==> src/rtl/aquarium_status_reader.sv <==
// aquarium_status_reader: snapshots the four tank-status registers and streams them
// as a 6-byte frame (header, clean, temp, food, salt, checksum) over valid/ready.
module aquarium_status_reader #(
  parameter logic [7:0] HEADER      = 8'hA5,
  parameter int         AUTO_PERIOD = 0,
  parameter int         CNT_W       = 16
) (
  input  logic       CLK,
  input  logic       reset,
  input  logic       start,
  input  logic [7:0] Q_tank_cleanliness,
  input  logic [7:0] Q_tank_temperature,
  input  logic [7:0] Q_tank_food_storage,
  input  logic [7:0] Q_tank_saltiness,
  output logic [7:0] out_data,
  output logic       out_valid,
  input  logic       out_ready,
  output logic       busy,
  output logic       frame_done,
  output logic       missed
);
  typedef enum logic {IDLE, SEND} state_t;
  state_t state;
  logic [2:0] idx, nidx;
  logic [7:0] s_clean, s_temp, s_food, s_salt, chk, next_byte;
  logic tick, trig;
  generate
    if (AUTO_PERIOD > 0) begin : g_tmr
      logic [CNT_W-1:0] cnt;
      assign tick = cnt == CNT_W'(AUTO_PERIOD - 1);
      always_ff @(posedge CLK or posedge reset)
        if (reset) cnt <= '0;
        else cnt <= tick ? '0 : cnt + 1'b1;
    end else begin : g_no_tmr
      assign tick = 1'b0;
    end
  endgenerate
  assign trig = start | tick;
  assign chk  = s_clean + s_temp + s_food + s_salt;
  assign nidx = idx + 3'd1;
  always_comb
    next_byte = nidx == 3'd1 ? s_clean :
                nidx == 3'd2 ? s_temp  :
                nidx == 3'd3 ? s_food  :
                nidx == 3'd4 ? s_salt  : chk;
  always_ff @(posedge CLK or posedge reset) begin
    if (reset) begin
      state      <= IDLE;
      idx        <= '0;
      s_clean    <= '0;
      s_temp     <= '0;
      s_food     <= '0;
      s_salt     <= '0;
      out_data   <= '0;
      out_valid  <= 1'b0;
      busy       <= 1'b0;
      frame_done <= 1'b0;
      missed     <= 1'b0;
    end else begin
      frame_done <= 1'b0;
      missed     <= 1'b0;
      if (state == IDLE) begin
        if (trig) begin
          s_clean   <= Q_tank_cleanliness;
          s_temp    <= Q_tank_temperature;
          s_food    <= Q_tank_food_storage;
          s_salt    <= Q_tank_saltiness;
          idx       <= '0;
          state     <= SEND;
          out_valid <= 1'b1;
          busy      <= 1'b1;
          out_data  <= HEADER;
        end
      end else begin
        missed <= trig;
        if (out_valid && out_ready) begin
          if (idx == 3'd5) begin
            state      <= IDLE;
            out_valid  <= 1'b0;
            busy       <= 1'b0;
            out_data   <= '0;
            frame_done <= 1'b1;
          end else begin
            idx      <= nidx;
            out_data <= next_byte;
          end
        end
      end
    end
  end
endmodule

==> config.mk <==
export PLATFORM = sky130hd
export DESIGN_NAME = aquarium_status_reader
export DESIGN_NICKNAME = d
export VERILOG_FILES = /design/src/rtl/aquarium_status_reader.sv
export SDC_FILE = /design/constraint.sdc
export NUM_CORES = 1
export LEC_CHECK = 0
export CELL_PAD_IN_SITES_DETAIL_PLACEMENT = 1
export CELL_PAD_IN_SITES_GLOBAL_PLACEMENT = 2
export CORE_AREA = 2 2 134 71
export DETAILED_ROUTE_END_ITERATION = 7
export DIE_AREA = 0 0 136 73
export PLACE_DENSITY = 0.78
export SLEW_MARGIN = 15
export SYNTH_ARGS = -nofsm -noshare
export SYNTH_HDL_FRONTEND = slang
export SYNTH_SLANG_ARGS = --single-unit
==> constraint.sdc <==
create_clock -name CLK -period 5.4 [get_ports CLK]
set_clock_uncertainty 0.1 [all_clocks]
set_input_delay 1.35 -clock CLK [delete_from_list [all_inputs] [get_ports CLK]]
set_output_delay 1.35 -clock CLK [all_outputs]
set_load 0.02 [all_outputs]
==> flow_summary.toml <==
[clock_tree]
cts_setup_buffers = 0
clk_latency_ns = 0.29
cts.htree.levels = 2
cts_sinks = 47
cts_tree = "built"
cts_resized = 0
cts_hold_buf = 0
cts.clk_slew.worst_paths_ns = 0.06
cts_buffers = 5
cts_buffer_depth = 2
cts-root-buf = "clkbuf_16"

[sta]
finalCritPeriodShare_pct = 62.4
worstMarginPinSlew_ns = 0.865
relSlewSlack_pct = 42.3
finalCriticalPeriod_ns = 3.37
rsz0062_at_grt = "no"
finalMaxSlewViolations = 0
setup_viol = 0
hold_violations = 0
fmax_mhz = 297
setup_tns_ns = 0
fin_ws_ns = 2.03

[synthesis]
synth-edff-count = 0
synth-seq-area-share_pct = 40.9
synth_ff_type = "dfrtp_1"
ys_async_sr_fraction_pct = 100
syn_inst = 305
synth_area_per_cell_um2 = 9.44
yosysWarnings = 0
syn_area_mm2 = 0.00288
synth_fp_nets = 367
ys_ff_latch = 47
synthDistinctLibCells = 44

[grt]
gr-total-overflow = 0
grt.total_usage_pct = 17.2
grt_max_degree = 48
antenna_found_initial = 0
grt_pass1_vias = 2347
grt_pass1_wl_mm = 12.7

[place]
gp_congestion = 0.767
post-dp-hpwl_mm = 5.84
io_buffers = 47
pre_cts_slack_ns = 1.84
place_inst = 459

[floorplan]
core_mm2 = 0.00895
rows = 25
fp.dieH_um = 73
initial_core_util_pct = 32.2
die_w_um = 136
num_io_pins = 48
die-area_mm2 = 0.00993

[worst_setup_path]
reg2reg_to = "out_data[7]"
crit_start = "s_clean[1]"
worst_setup_path_start_kind = "flip-flop"
cp_max_fo = 2
rr_startpoint = "s_clean[1]"
endpoint = "out_data[7]"
arrival_ns = 3.48
crit_path_end_kind = "flip-flop"
critPathKind = "flip-flop to flip-flop"
cp_data_required_time_ns = 5.52
reg2reg_slack_ns = 2.03
ff2ff_path_depth = 13

[drt]
ant_nets = 0
drtIter0Drc = 68
vias = 2265
wl_per_cell_um = 16.4
routed_wl_mm = 7.66
drcViolationCount = 0
dr.pass1.iters = 4
via_per_inst = 4.85

[cells_and_area]
drive_gt1_share_pct = 7.23
nNetsFinal = 407
fin_cells = 467
areaGrowthSynthToFinish_pct = 25.7
antenna_cells = 0

[run]
maxCapViolCount = 0

[status]
status = "complete, no violations"

[worst_hold_path]
min_path_type = "flip-flop to flip-flop"
worstHoldPathCells = 2
critical path: stages (launching register included):
cell and delay, ns:
dfrtp_1 0.36, inv_1 0.08, fa_1 0.57, fa_1 0.42, inv_1 0.07, ha_1 0.20, inv_1 0.07, fa_1 0.41
nor2b_1 0.17, o31a_1 0.18, o22ai_1 0.13, xnor2_1 0.15, a31o_2 0.25, a21oi_1 0.13
worst min-delay path by stage:
stage                startpoint     endpoint  slack, ns
floorplan             s_salt[0]    s_salt[0]       0.41
global placement    out_data[4]  out_data[4]       0.42
detailed placement  out_data[4]  out_data[4]       0.43
CTS                 out_data[4]  out_data[4]       0.45
global route        out_data[4]  out_data[4]       0.47
finish              out_data[4]  out_data[4]       0.43
sequential cells by signal, indices dropped and copies added, names as in the netlist:
signal      count
s_salt          8
busy            1
missed          1
frame_done      1
state           1
s_temp          8
out_data        8
s_food          8
s_clean         8
idx             3
cell families (layout without fill, tap and decap cells):
kind of cell	count (synthesis)	after routing	synth area share [%]
and+or+nand+nor	73	73	10.8
DFF	47	47	40.9
buffers and inverters	57	98	8.48
xor gates and xnor gates	10	10	3.57
AOI/OAI and AO/OA	80	80	16.7
muxes	12	12	4.57
adders and majority gates	26	26	15.0
per-layer routing:
layer / up-vias / GRT usage (%) / wire length [um]
met5: - / 0 / 0
met4: 0 / 4.40 / 90
met3: 9 / 4.10 / 453
met2: 53 / 24.6 / 3000
met1: 1109 / 25.9 / 4110
li1: 1094 / - / -
area by class of cell:
type                       instances  area [um2]
multi-input combinational        201        1470
clock inverter                     2        60.1
tap                              121         151
fill                            1025        5330
sequential                        47        1180
timing repair buffer              48         478
clock buffer                       6         129
inverter                          42         159
metrics by stage:
step	utilization [%]	instance area, um2	hold WS, ns
floorplan	-	2880	0.409
global placement	38.3	3430	0.417
detailed placement	38.3	3430	0.432
CTS	40.4	3620	0.452
global route	40.4	3620	0.469
finish	40.4	3620	0.432
cells in the final DEF, fill, tap and decap left out, drive strengths merged, types with 2 or more instances in the layout:
cell type	n
dfrtp	47
clkdlybuf4s50	47
inv	41
nand2	40
o21ai	38
a21oi	17
nor2	16
fa	14
ha	12
mux2	9
xnor2	9
clkbuf	6
nand3	3
and3	3
o21a	3
o221ai	3
o31ai	3
a221oi	3
nor3	3
mux2i	3
nor2b	3
and2	3
a31oi	2
bufinv	2
cells in the mapped netlist (6+ instances only):
cell,n,area (um2)
o21ai_0,37,185
dfrtp_1,47,1180
mux2_2,9,101
ha_1,12,150
nor2_1,16,60.1
xnor2_1,8,70.1
nand2_1,40,150
clkbuf_1,6,22.5
inv_1,42,158
fa_1,14,280
a21oi_1,17,85.1
Power is not shown: default switching activity piles up to over one toggle a cycle in this logic, so the estimate is an artifact.
==> patch 1, RTL diff (same settings) <==
Change the parameter `AUTO_PERIOD` from 0 to 1.
--- a/src/rtl/aquarium_status_reader.sv
+++ b/src/rtl/aquarium_status_reader.sv
@@ -3,5 +3,5 @@
 module aquarium_status_reader #(
   parameter logic [7:0] HEADER      = 8'hA5,
-  parameter int         AUTO_PERIOD = 0,
+  parameter int         AUTO_PERIOD = 1,
   parameter int         CNT_W       = 16
 ) (
Behaviour: not the same (Yosys sat finds a counterexample within 4 cycles, from zero or initial values and one cycle with reset high).
==> patch 1 against the unedited design <==
- count of clock-buffer cells in the layout is 7 higher
- wire length up 35%
- cell area is 24% higher
- critical endpoint unchanged
- synthesized area grew 28%
- sequential cell count increased by 16
- largest cell class unchanged
- setup slack better by 0.048 ns
Power is left out: it rests on default switching activity, and per cell area and clock period it moved more than threefold.
==> patch 1: results (changes against the unedited design) <==
* Placed inst area at 4230 sq um (+23%)
* Non-clock buffers at 50 (+4.2%)
* Status: finished clean
* Clock Latency Late Sink at 0.34 ns (+0.05 ns)
* Mapped Cells at 386 (+27%)
* Worst-path maximum fanout at 3 (+1)
* Share of cells above drive strength 1 at 6.47% (-0.76 points)
* Multi-input gate area at 1830 sq um (+25%)
* Synth cell types at 55 (+25%)
* Placed cell count at 540 (+18%)
* Vias in the first global route at 3,019 (+29%)
* Xor/xnor share of the synthesized area at 6.00% (+2.4 points)
* Most instantiated cells after synthesis: dfrtp_1 (63), nand2_1 (61), inv_1 (47)
* Adder-Cell Fraction of Synth Area at 12.4% (-2.6 points)
* DRT Wirelength at 10.4 mm (+35%)
* FILL cells at 1,012 (-1.3%)
* Mapped cell area at 3670 sq um (+28%)
* Clk tree area frac at 5.91% (+0.69 points)
* First-pass GRT wire length at 16.7 mm (+32%)
* Pre-CTS setup slack at 1.90 ns (+0.0608 ns)
* Non-clk invs at 47 (+12%)
* Top cells by area, synth: dfrtp_1 (43%), fa_1 (7.6%), nand2_1 (6.2%)
* Hpwl dp at 7.67 mm (+31%)
* Clk_buf instances at 13 (+7)
* Gpl congestion at 0.849 (+11%)
patch 1: worst paths after layout:
path | end | start | cells after the start | slack, ns
worst max register to register | out_data[7]$_DFFE_PP0P_ | s_food[1]$_DFFE_PP0P_ | 12 | 2.08
worst max-delay path | out_data[7]$_DFFE_PP0P_ | s_food[1]$_DFFE_PP0P_ | 12 | 2.08
max in group asynchronous | s_salt[4]$_DFFE_PP0P_ | reset | 3 | 2.89
min in group asynchronous | g_tmr.cnt[10]$_DFF_PP0_ | reset | 2 | 1.48
worst min-delay path | g_tmr.cnt[15]$_DFF_PP0_ | g_tmr.cnt[15]$_DFF_PP0_ | 1 | 0.41
worst min register to register | g_tmr.cnt[15]$_DFF_PP0_ | g_tmr.cnt[15]$_DFF_PP0_ | 1 | 0.41
patch 1: routing by layer:
metal,track usage [%],routed length (microns)
met2,31.0,3970
met5,0,0
met1,36.3,5770
met3,5.49,477
met4,6.60,129
==> patch 2, RTL diff (config.mk and constraints unchanged) <==
Made on the original files. Reset style: synchronous (`reset`), changed in 2 clocked blocks.
--- a/src/rtl/aquarium_status_reader.sv
+++ b/src/rtl/aquarium_status_reader.sv
@@ -29,5 +29,5 @@
       logic [CNT_W-1:0] cnt;
       assign tick = cnt == CNT_W'(AUTO_PERIOD - 1);
-      always_ff @(posedge CLK or posedge reset)
+      always_ff @(posedge CLK)
         if (reset) cnt <= '0;
         else cnt <= tick ? '0 : cnt + 1'b1;
@@ -44,5 +44,5 @@
                 nidx == 3'd3 ? s_food  :
                 nidx == 3'd4 ? s_salt  : chk;
-  always_ff @(posedge CLK or posedge reset) begin
+  always_ff @(posedge CLK) begin
     if (reset) begin
       state      <= IDLE;
Behaviour: differs if reset is asserted again (counterexample within 4 cycles, from zero or initial values and one cycle with reset high); with reset held inactive, the same outputs for 4 cycles.
==> patch 2 against the unedited design <==
- sequential cell count is the same
- cell area fell by 1.2%
- synthesized area barely moved
- cell count is 11% higher
- wire length rose by 12%
- setup slack improved by 0.0090 ns
- critical path type unchanged
- critical endpoint is now out_data[5]$_SDFFE_PP0P_
- highest routed layer unchanged
Power is left out: it rests on default switching activity, and per cell area and clock period it moved more than threefold.
==> patch 2: results (changes against the unedited design) <==
* Wirelength per Cell at 16.5 microns (+0.47%)
* Top cells by area, synth: dfxtp_1 (33%), fa_1 (9.7%), nand2_1 (9.6%)
* Hold Slack at 0.360 ns (-0.0718 ns)
* Largest net degree at the start of global routing at 27 (-44%)
* Share of cells above drive strength 1 at 4.76% (-2.5 points)
* Final nets at 461 (+13%)
* Worst-path maximum fanout at 3 (+1)
* TritonCTS Buffers at 5 (unchanged)
* Hold WC Path Type: reg2reg
* FILL cells at 1,108 (+8.1%)
* Area added between synthesis and finish at 24.2%
* Sequential fraction of the synthesis area at 32.7% (-8.2 points)
* Met2 Use GR at 25.6% (+1.0 points)
* Most instantiated cells after synthesis: nand2_1 (74), a21oi_1 (50), dfxtp_1 (47)
* Post-route insts no fill at 520 (+11%)
* M3 GR Usage at 4.03% (-0.069 points)
* Vias/cell at 4.94 (+1.9%)
* Met3 WL post-DR at 429 microns (-5.3%)
* GRT Util Overall at 18.8% (+1.6 points)
* WL met1 at 4.95 mm (+20%)
* Antenna-violating nets left at 0 (unchanged)
* Vias in the first global route at 2,555 (+8.9%)
* Ys async rst share at 0% (-100 points)
* Iter 0 DRT Violations at 189 (+180%)
* Pre-CTS setup slack at 1.79 ns (-0.0498 ns)
* Mapped Cells at 365 (+20%)
* Hpwl dp at 6.69 mm (+15%)
* Placed inst area at 3420 sq um (-0.33%)
* Gpl congestion at 0.863 (+13%)
* Grt met1 use at 29.7% (+3.8 points)
* Status: finished clean
* Dominant synthesized flop cell: dfxtp_1
* Met2 WL at 3.13 mm (+4.1%)
* Syn_nets at 427 (+16%)
* Placed cell count at 513 (+12%)
* Crit path DAT at 3.47 ns (about the same)
* Synth cell types at 50 (+14%)
* H-tree depth at 2 (unchanged)
* Part of the cycle the worst path needs at 62.2% (-0.17 points)
* Slew HR at 45.1% (+2.8 points)
* First-pass GRT wire length at 14.0 mm (+9.7%)
* Worst path slowest cell: fa_1
-- patch 2: cell count changes after synthesis, moves of 3 or more --
cell and delta:
dfrtp_1 -47, dfxtp_1 +47, nand2_1 +34, a21oi_1 +33, o21ai_0 -29, mux2_2 -9, clkbuf_1 +7, o32ai_1 +5
a221oi_1 +3, a31oi_1 +3, and3b_1 +3, mux2i_1 -3, nand2b_1 +3, nand3_1 +3
-- patch 2: worst register-to-register path: cells and delay by family, from the launching register on --
kind            cells  cell delay, ns
simple gates        1            0.19
compound gates      3            0.56
flops               1            0.43
xor+xnor            1            0.15
buf+inv             3            0.25
fa+ha+maj           4            1.61
-- patch 2: worst paths after layout --
kind / start / end / cells past startpoint
setup / recovery: s_clean[1]$_SDFFE_PP0P_ / out_data[5]$_SDFFE_PP0P_ / 12
hold / removal: s_temp[4]$_SDFFE_PP0P_ / s_temp[4]$_SDFFE_PP0P_ / 2
setup reg to reg: s_clean[1]$_SDFFE_PP0P_ / out_data[5]$_SDFFE_PP0P_ / 12
hold reg to reg: s_temp[4]$_SDFFE_PP0P_ / s_temp[4]$_SDFFE_PP0P_ / 2
-- patch 2: final cells by class --
| cell class | count | area share [%] |
|---|---|---|
| tap | 121 | 4.23 |
| inverter | 42 | 4.41 |
| sequential | 47 | 26.3 |
| timing repair buffer | 50 | 13.8 |
| clock buffer | 6 | 3.60 |
| multi-input combinational | 253 | 46.8 |
| clock inverter | 1 | 0.840 |
-- patch 2: kinds of logic (layout without fill, tap and decap cells) --
kind of cell | count (synthesis) | after routing | synth area share, %
xor+xnor | 10 | 10 | 3.56
fa+ha+maj | 26 | 26 | 14.9
simple gates | 120 | 120 | 18.5
buf+inv | 65 | 99 | 9.30
flops | 47 | 47 | 32.7
compound gates | 97 | 97 | 21.0
